**src/rtl/m_ext_pkg.sv**
```systemverilog
// Shared types and constants for the RV32M sequencer and its result fix-up datapath.
package m_ext_pkg;

    localparam int unsigned XLEN_DEF = 32;

    // Encodings follow RV32M funct3 directly so the request field can be cast in place.
    typedef enum logic [2:0] {
        F3Mul    = 3'd0,
        F3Mulh   = 3'd1,
        F3Mulhsu = 3'd2,
        F3Mulhu  = 3'd3,
        F3Div    = 3'd4,
        F3Divu   = 3'd5,
        F3Rem    = 3'd6,
        F3Remu   = 3'd7
    } funct3_e;

    typedef enum logic [2:0] {
        StIdle,
        StIssue,
        StWait,
        StFixup,
        StDone
    } state_e;

    localparam logic [XLEN_DEF-1:0] DIV_OVF_DIVIDEND = 32'h8000_0000;
    localparam logic [XLEN_DEF-1:0] ALL_ONES         = 32'hFFFF_FFFF;

    // rs1 is treated as signed for MULH, MULHSU, DIV and REM.
    function automatic logic rs1_is_signed(input funct3_e f);
        return (f == F3Mulh) || (f == F3Mulhsu) || (f == F3Div) || (f == F3Rem);
    endfunction

    // rs2 is treated as signed for MULH, DIV and REM.
    function automatic logic rs2_is_signed(input funct3_e f);
        return (f == F3Mulh) || (f == F3Div) || (f == F3Rem);
    endfunction

endpackage

```
**src/rtl/m_ext_sign_fix.sv**
```systemverilog
// Turns the unsigned core result back into the architectural RV32M result.
module m_ext_sign_fix
    import m_ext_pkg::*;
#(
    parameter int unsigned XLEN = XLEN_DEF
) (
    input  funct3_e             funct3_i,
    input  logic                sign_a_i,
    input  logic                sign_b_i,
    input  logic [2*XLEN-1:0]   core_result_i,
    output logic [XLEN-1:0]     result_o
);

    logic              neg_prod;
    logic [2*XLEN-1:0] prod;
    logic [XLEN-1:0]   quo;
    logic [XLEN-1:0]   rem;

    // Sign-correct the full-width product and the quotient/remainder, then select.
    always_comb begin
        neg_prod = sign_a_i ^ sign_b_i;
        prod     = neg_prod ? (~core_result_i + 1'b1) : core_result_i;
        quo      = core_result_i[XLEN-1:0];
        rem      = core_result_i[2*XLEN-1:XLEN];
        if (neg_prod) begin
            quo = ~quo + 1'b1;
        end
        // Remainder takes the sign of the dividend.
        if (sign_a_i) begin
            rem = ~rem + 1'b1;
        end
        case (funct3_i)
            F3Mul:                       result_o = prod[XLEN-1:0];
            F3Mulh, F3Mulhsu, F3Mulhu:   result_o = prod[2*XLEN-1:XLEN];
            F3Div, F3Divu:               result_o = quo;
            F3Rem, F3Remu:               result_o = rem;
            default:                     result_o = '0;
        endcase
    end

endmodule

```
**src/rtl/m_ext_sequencer.sv**
```systemverilog
// RV32M sequencer: converts operands to magnitudes, drives the multiply/divide core,
// resolves divide special cases locally and applies sign correction to the result.
module m_ext_sequencer
    import m_ext_pkg::*;
#(
    parameter int unsigned XLEN = XLEN_DEF
) (
    input  logic              clk_i,
    input  logic              reset_i,
    input  logic              req_valid_i,
    input  logic [2:0]        req_funct3_i,
    input  logic [XLEN-1:0]   req_rs1_i,
    input  logic [XLEN-1:0]   req_rs2_i,
    output logic              resp_valid_o,
    output logic [XLEN-1:0]   resp_result_o,
    output logic              stall_o,
    output logic              core_execute_o,
    output logic              core_div_o,
    output logic [XLEN-1:0]   core_a_o,
    output logic [XLEN-1:0]   core_b_o,
    input  logic              core_ready_i,
    input  logic [2*XLEN-1:0] core_result_i
);

    state_e            state_q, state_d;
    funct3_e           funct3_q, funct3_d;
    logic              sign_a_q, sign_a_d;
    logic              sign_b_q, sign_b_d;
    logic [XLEN-1:0]   a_q, a_d;
    logic [XLEN-1:0]   b_q, b_d;
    logic [2*XLEN-1:0] res_q, res_d;
    logic [XLEN-1:0]   result_q, result_d;

    funct3_e           req_f3;
    logic              req_sa, req_sb, req_is_div, div_zero, div_ovf;
    logic [XLEN-1:0]   mag_a, mag_b;
    logic [XLEN-1:0]   fixed_result;

    // Decode the incoming request: sign flags, magnitudes and divide special cases.
    always_comb begin
        req_f3     = funct3_e'(req_funct3_i);
        req_sa     = rs1_is_signed(req_f3) & req_rs1_i[XLEN-1];
        req_sb     = rs2_is_signed(req_f3) & req_rs2_i[XLEN-1];
        mag_a      = req_sa ? (~req_rs1_i + 1'b1) : req_rs1_i;
        mag_b      = req_sb ? (~req_rs2_i + 1'b1) : req_rs2_i;
        req_is_div = req_funct3_i[2];
        div_zero   = req_is_div && (req_rs2_i == '0);
        div_ovf    = req_is_div && rs2_is_signed(req_f3) &&
                     (req_rs1_i == DIV_OVF_DIVIDEND) && (req_rs2_i == ALL_ONES);
    end

    m_ext_sign_fix #(
        .XLEN          (XLEN)
    ) u_sign_fix (
        .funct3_i      (funct3_q),
        .sign_a_i      (sign_a_q),
        .sign_b_i      (sign_b_q),
        .core_result_i (res_q),
        .result_o      (fixed_result)
    );

    // Next-state logic and per-state output pulses.
    always_comb begin
        state_d        = state_q;
        funct3_d       = funct3_q;
        sign_a_d       = sign_a_q;
        sign_b_d       = sign_b_q;
        a_d            = a_q;
        b_d            = b_q;
        res_d          = res_q;
        result_d       = result_q;
        core_execute_o = 1'b0;
        resp_valid_o   = 1'b0;
        case (state_q)
            StIdle: begin
                if (req_valid_i) begin
                    funct3_d = req_f3;
                    sign_a_d = req_sa;
                    sign_b_d = req_sb;
                    a_d      = mag_a;
                    b_d      = mag_b;
                    // Special cases preload a fake core result with the signs cleared so
                    // the fix-up stage passes it through untouched.
                    if (div_zero) begin
                        res_d    = {req_rs1_i, ALL_ONES};
                        sign_a_d = 1'b0;
                        sign_b_d = 1'b0;
                        state_d  = StFixup;
                    end else if (div_ovf) begin
                        res_d    = {{XLEN{1'b0}}, DIV_OVF_DIVIDEND};
                        sign_a_d = 1'b0;
                        sign_b_d = 1'b0;
                        state_d  = StFixup;
                    end else begin
                        state_d  = StIssue;
                    end
                end
            end
            StIssue: begin
                core_execute_o = 1'b1;
                state_d        = StWait;
            end
            StWait: begin
                if (core_ready_i) begin
                    res_d   = core_result_i;
                    state_d = StFixup;
                end
            end
            StFixup: begin
                result_d = fixed_result;
                state_d  = StDone;
            end
            StDone: begin
                resp_valid_o = 1'b1;
                state_d      = StIdle;
            end
            default: state_d = StIdle;
        endcase
    end

    // State and datapath registers with synchronous reset.
    always_ff @(posedge clk_i) begin
        if (reset_i) begin
            state_q  <= StIdle;
            funct3_q <= F3Mul;
            sign_a_q <= 1'b0;
            sign_b_q <= 1'b0;
            a_q      <= '0;
            b_q      <= '0;
            res_q    <= '0;
            result_q <= '0;
        end else begin
            state_q  <= state_d;
            funct3_q <= funct3_d;
            sign_a_q <= sign_a_d;
            sign_b_q <= sign_b_d;
            a_q      <= a_d;
            b_q      <= b_d;
            res_q    <= res_d;
            result_q <= result_d;
        end
    end

    assign core_div_o    = funct3_q[2];
    assign core_a_o      = a_q;
    assign core_b_o      = b_q;
    assign resp_result_o = result_q;
    assign stall_o       = req_valid_i & ~resp_valid_o;

endmodule

```
**config.mk**
```make
export PLATFORM = sky130hd
export DESIGN_NAME = m_ext_sequencer
export DESIGN_NICKNAME = d
export VERILOG_FILES = /design/src/rtl/m_ext_pkg.sv /design/src/rtl/m_ext_sign_fix.sv /design/src/rtl/m_ext_sequencer.sv
export SDC_FILE = /design/constraint.sdc
export NUM_CORES = 1
export LEC_CHECK = 0
export ABC_AREA = 0
export CAP_MARGIN = 15
export CORE_ASPECT_RATIO = 0.8
export CORE_MARGIN = 5
export CORE_UTILIZATION = 36
export CTS_CLUSTER_DIAMETER = 30
export DETAILED_ROUTE_END_ITERATION = 12
export PLACE_DENSITY = 0.72
export SYNTH_ARGS = -nofsm -noshare
export SYNTH_HDL_FRONTEND = slang
export SYNTH_SLANG_ARGS = --single-unit
```
**constraint.sdc**
```tcl
create_clock -name clk_i -period 9.01 [get_ports clk_i]
set_clock_uncertainty 0.1 [all_clocks]
set_input_delay 1.802 -clock clk_i [delete_from_list [all_inputs] [get_ports clk_i]]
set_output_delay 1.802 -clock clk_i [all_outputs]
set_load 0.1 [all_outputs]
```
### After elaboration in Yosys (flattened, before gate mapping)

Cells that the tools add are included.

* register bits: 168

* reductions and logical operators: 19
* add/subtract/negate cells: 5
* multiplexer cells: 22
* eq/ne operators: 20
* bitwise logic cells: 10

Operator list (count)
* $mux 64: 5
* $add 32x1->32 const B: 4
* $mux 32: 4
* $not 32->32: 4
* $pmux 32 s4: 1
* $pmux 64 s2: 1
* $add 64x1->64 const B: 1
* $eq 32x32->1 const B: 2
* $not 64->64: 1
* $logic_not 32->1: 1
* $eq 3x3->1 const B: 7
* $eq 3x2->1 const B: 5
* $pmux 3 s4: 1
* $eq 3x1->1 const B: 3
* $logic_not 3->1: 2
* $mux 1: 6
* $mux 3: 2
* $logic_or 1x1->1: 5
* $logic_and 1x1->1: 4
* $mux 2: 2
* $ne 2x2->1 const B: 2
* $reduce_and 2->1: 2
* $reduce_and 4->1: 1
* $reduce_or 2->1: 2
* 6 further kinds: 8

### Longest topological paths before layout

* word-level depth: 10
* gate-level depth with buffers: 10
* gate-level depth less buffers: 9

### By module

Synthesis repeated with hierarchy kept, for this count alone.

* cells, all modules: 1494
* area total of the unflattened synthesis: 11320.9 µm²

By module, submodules not included
* m_ext_sequencer: area an instance 8025.2 µm², cells an instance 970, times used 1
* m_ext_sign_fix: area an instance 3295.7 µm², cells an instance 524, times used 1

### Worst setup path before layout

No wires, ideal clock.

* path kind: input port to output port
* from: input req_valid_i
* to: output stall_o
* stages: 1
* data arrival time: 3136 ps
* buffers on the path: 0
* setup slack: 3972 ps
* cells stage by stage: nor2b_1

* word-level cells in the longest chain between the ends: 1

Ends and longest elaborated chain
* from (decl): line m_ext_sequencer.sv:10 `input logic req_valid_i,`
* $and 1x1->1: line m_ext_sequencer.sv:148 `assign stall_o = req_valid_i & ~resp_valid_o;`
* to (decl): line m_ext_sequencer.sv:16 `output logic stall_o,`

No other way between the ends.

### Worst setup path in the final report

Ends and elaborated chain as after synthesis.

==> metrics <==
status finished clean; Switching Share between 40% and 50%; cell area after synthesis roughly 0.010 sq mm; peak ir drop on the vdd network approximately 170 uV; number of pins exceeding their max-slew limit in the final report 0; die area roughly 0.032 sq mm; filler-free cell count of the finished design 1852; Total Routed Length approximately 38 mm; primary flip-flop cell chosen by synthesis mapping sky130_fd_sc_hd__dfxtp_1; Vias/cell approximately 5.8; number of flops mapped to enable cells by yosys 0; CTS sink count 168; count of cell types in the netlist 68; I/O Buffers about 230; number of nets in the final layout about 1600; quantity of hold-fixing buffers added after cts 0; setup repair after global routing missed its margin no; clock transition at the registers of the reported paths approximately 0.060 ns; PostCTS Resize Cnt 0; Async S/R FF share, synth 0%; required arrival time at the worst endpoint between 7 and 8 ns; most common library cell in the layout ignoring fill and taps sky130_fd_sc_hd__clkdlybuf4s50_1; max-cap violation count 0; Worst setup SP type input port; combinational share of power a little under two fifths; cell area after placement between 0.01 and 0.015 sq mm; largest net degree at the start of global routing 128; leftover overflow at the end of global routing 0; type of the tightest min-delay check reg2reg; Max transition margin between 20% and 30%; average footprint of a synthesized cell 7.94 sq um; part of the total power dissipated in the clock network between 30% and 40%; Final Hold Vio Count 0; number of storage elements in the synthesis netlist roughly 170; internal power of the cells between 0.0015 and 0.002 W; Die X about 200 um; fraction of layout cells with a size suffix above 1 just under 5%; f_max roughly 180 MHz; routed len/inst ~21 um; number of iterations in the first detailed-routing pass 5; slew at the pin closest to its max-slew limit approximately 1.1 ns; initial antenna violation count 0; post-route design area 0.0135 sq mm; clk buf depth 2; Power Dens Cells approximately 190 mW/mm^2; DRC violation count after routing 0; largest driver fanout on the critical path 3; power spent charging and discharging nets about 0.0010 W; post-CTS repair timing setup buffer count 0; Critical Path End Type output pin; Hold Worst Slack ~0.36 ns; sequential share of power between 30% and 40%; vias in the first global route between 10000 and 15000; number of rows created at floorplan 55; commonest cells after routing, fill and taps aside sky130_fd_sc_hd__clkdlybuf4s50_1, sky130_fd_sc_hd__dfxtp_1, sky130_fd_sc_hd__a211oi_1, sky130_fd_sc_hd__nor2_1, sky130_fd_sc_hd__xnor2_1; DRT iter0 DRCs around 1100; io pins about 240; first-pass GRT wire length a little under 60 mm; synthesized instance count approximately 1300; count of warnings emitted by yosys 0; final weighted congestion of routability-driven global placement ~0.98; total global routing track utilization a little under a quarter; static leakage approximately 4.4 nW; Core Footprint approximately 0.028 sq mm; Period minus WS final between 5 and 6 ns; Synthesized Nets ~1400; count of final setup violators 0; TritonCTS clock tree built; Arrival @ worst endpoint between 3 and 4 ns; aggregate negative setup slack 0 ns; maximum level of the CTS H-tree 4; crit path setup slack, layout approximately 3.5 ns; chip height roughly 160 um; Clock Latency Late Sink about 0.45 ns; initial core utilization between 30% and 40%; Worst Setup Slack post-DPL about 3.5 ns; Via Count about 11000; Num CTS Buffers 17; Detail Route Antenna Nets 0; part of the cycle the worst path needs approximately three fifths; start-to-end type of the worst setup path in2out; register area share after synthesis 32.7%; Synth-to-Final Area Change 30.9%; CTS root buf sky130_fd_sc_hd__clkbuf_16; HPWL after detailed placement around 29 mm; total placed cells including tap cells ~1800
## sequential cells by signal (all words and copies together) (netlist names)
register / cells
res_q: 64
sign_a_q: 1
core_a_o: 32
core_b_o: 32
resp_result_o: 32
funct3_q: 3
state_q: 3
sign_b_q: 1
## power by group through the flow
stage / Combinational (W) / Clock [W] / Sequential [W]
finish: 0.000943 / 0.000774 / 0.000852
global placement: 0.000924 / 0 / 0.000865
floorplan: 0.000399 / 0 / 0.00111
global route: 0.000999 / 0.000820 / 0.000859
CTS: 0.000933 / 0.000788 / 0.000851
detailed placement: 0.000928 / 0 / 0.000867
## kinds of logic after synthesis
group | share of synthesized area (%)
simple gates | 18.1
flops | 32.7
buf+inv | 6.86
compound gates | 30.0
fa+ha+maj | 0.608
mux | 0.498
xor+xnor | 11.3
## layer usage
metal	share of wire (%)	routed length, um	up-vias	global-route usage (%)
li1	-	-	5180	-
met1	45	17300	5150	33.5
met2	44	16900	438	34.8
met3	9.8	3780	32	6.21
met4	1.2	470	0	4.41
met5	0	0	-	0
## critical path, stage by stage
cell	delay (ns)
sky130_fd_sc_hd__clkdlybuf4s50_1	0.52
sky130_fd_sc_hd__nor2b_1	0.14
sky130_fd_sc_hd__clkdlybuf4s50_1	1.14
## area by class of cell
type                    instances  area, sq um
multi-input cells             950         6250
fillers                      2828        14700
repair buffers                254         2510
flip-flops and latches        168         3360
well taps                     370          463
clock buffers                  21          460
inverters                      77          289
clock inverters                10          144
diodes                          2         5.00
## cell usage after synthesis (4+ instances only)
master	instances	area, sq um
sky130_fd_sc_hd__xor2_1	36	315
sky130_fd_sc_hd__a221oi_1	43	377
sky130_fd_sc_hd__nor4_1	26	163
sky130_fd_sc_hd__buf_6	4	45.0
sky130_fd_sc_hd__mux2i_1	4	40.0
sky130_fd_sc_hd__a311oi_1	7	61.3
sky130_fd_sc_hd__nor3b_1	6	45.0
sky130_fd_sc_hd__o221ai_1	9	78.8
sky130_fd_sc_hd__o41ai_1	9	78.8
sky130_fd_sc_hd__o31ai_1	15	113
sky130_fd_sc_hd__xnor2_1	97	850
sky130_fd_sc_hd__inv_1	76	285
sky130_fd_sc_hd__ha_1	5	62.6
sky130_fd_sc_hd__nor3_1	45	225
sky130_fd_sc_hd__or2_2	4	25.0
sky130_fd_sc_hd__o211ai_1	4	30.0
sky130_fd_sc_hd__clkbuf_1	87	327
sky130_fd_sc_hd__nand3_1	11	55.1
sky130_fd_sc_hd__a21oi_1	71	355
sky130_fd_sc_hd__buf_1	8	30.0
sky130_fd_sc_hd__or4_1	10	75.1
sky130_fd_sc_hd__a21o_1	9	67.6
sky130_fd_sc_hd__a222oi_1	5	50.1
sky130_fd_sc_hd__nor2_1	137	514
sky130_fd_sc_hd__and2_1	5	31.3
sky130_fd_sc_hd__or3_1	10	62.6
sky130_fd_sc_hd__o21ai_0	40	200
sky130_fd_sc_hd__nor2b_1	4	25.0
sky130_fd_sc_hd__nand2_1	75	282
sky130_fd_sc_hd__a31oi_1	24	150
sky130_fd_sc_hd__dfxtp_1	168	3360
sky130_fd_sc_hd__a211oi_1	157	1180
sky130_fd_sc_hd__a41oi_1	8	70.1
sky130_fd_sc_hd__nand2b_1	4	25.0
sky130_fd_sc_hd__nand4_1	19	119
## stage by stage
stage / power, W / utilization (%)
4_1_cts: 0.00257 / 47.6
6_report: 0.00257 / 47.8
2_1_floorplan: 0.00150 / -
3_5_place_dp: 0.00180 / 45.5
5_1_grt: 0.00268 / 47.8
3_3_place_gp: 0.00179 / 45.5
## worst paths after layout
| check | start | end | slack [ns] | cells after the start |
|---|---|---|---|---|
| worst min register to register | core_b_o[18] | core_b_o[18] | 0.36 | 2 |
| worst min-delay path | core_b_o[18] | core_b_o[18] | 0.36 | 2 |
| worst max register to register | res_q[32] | resp_result_o[22] | 5.02 | 9 |
| worst max-delay path | req_valid_i | stall_o | 3.51 | 3 |
No activity file was read; power rests on OpenSTA's default activity.
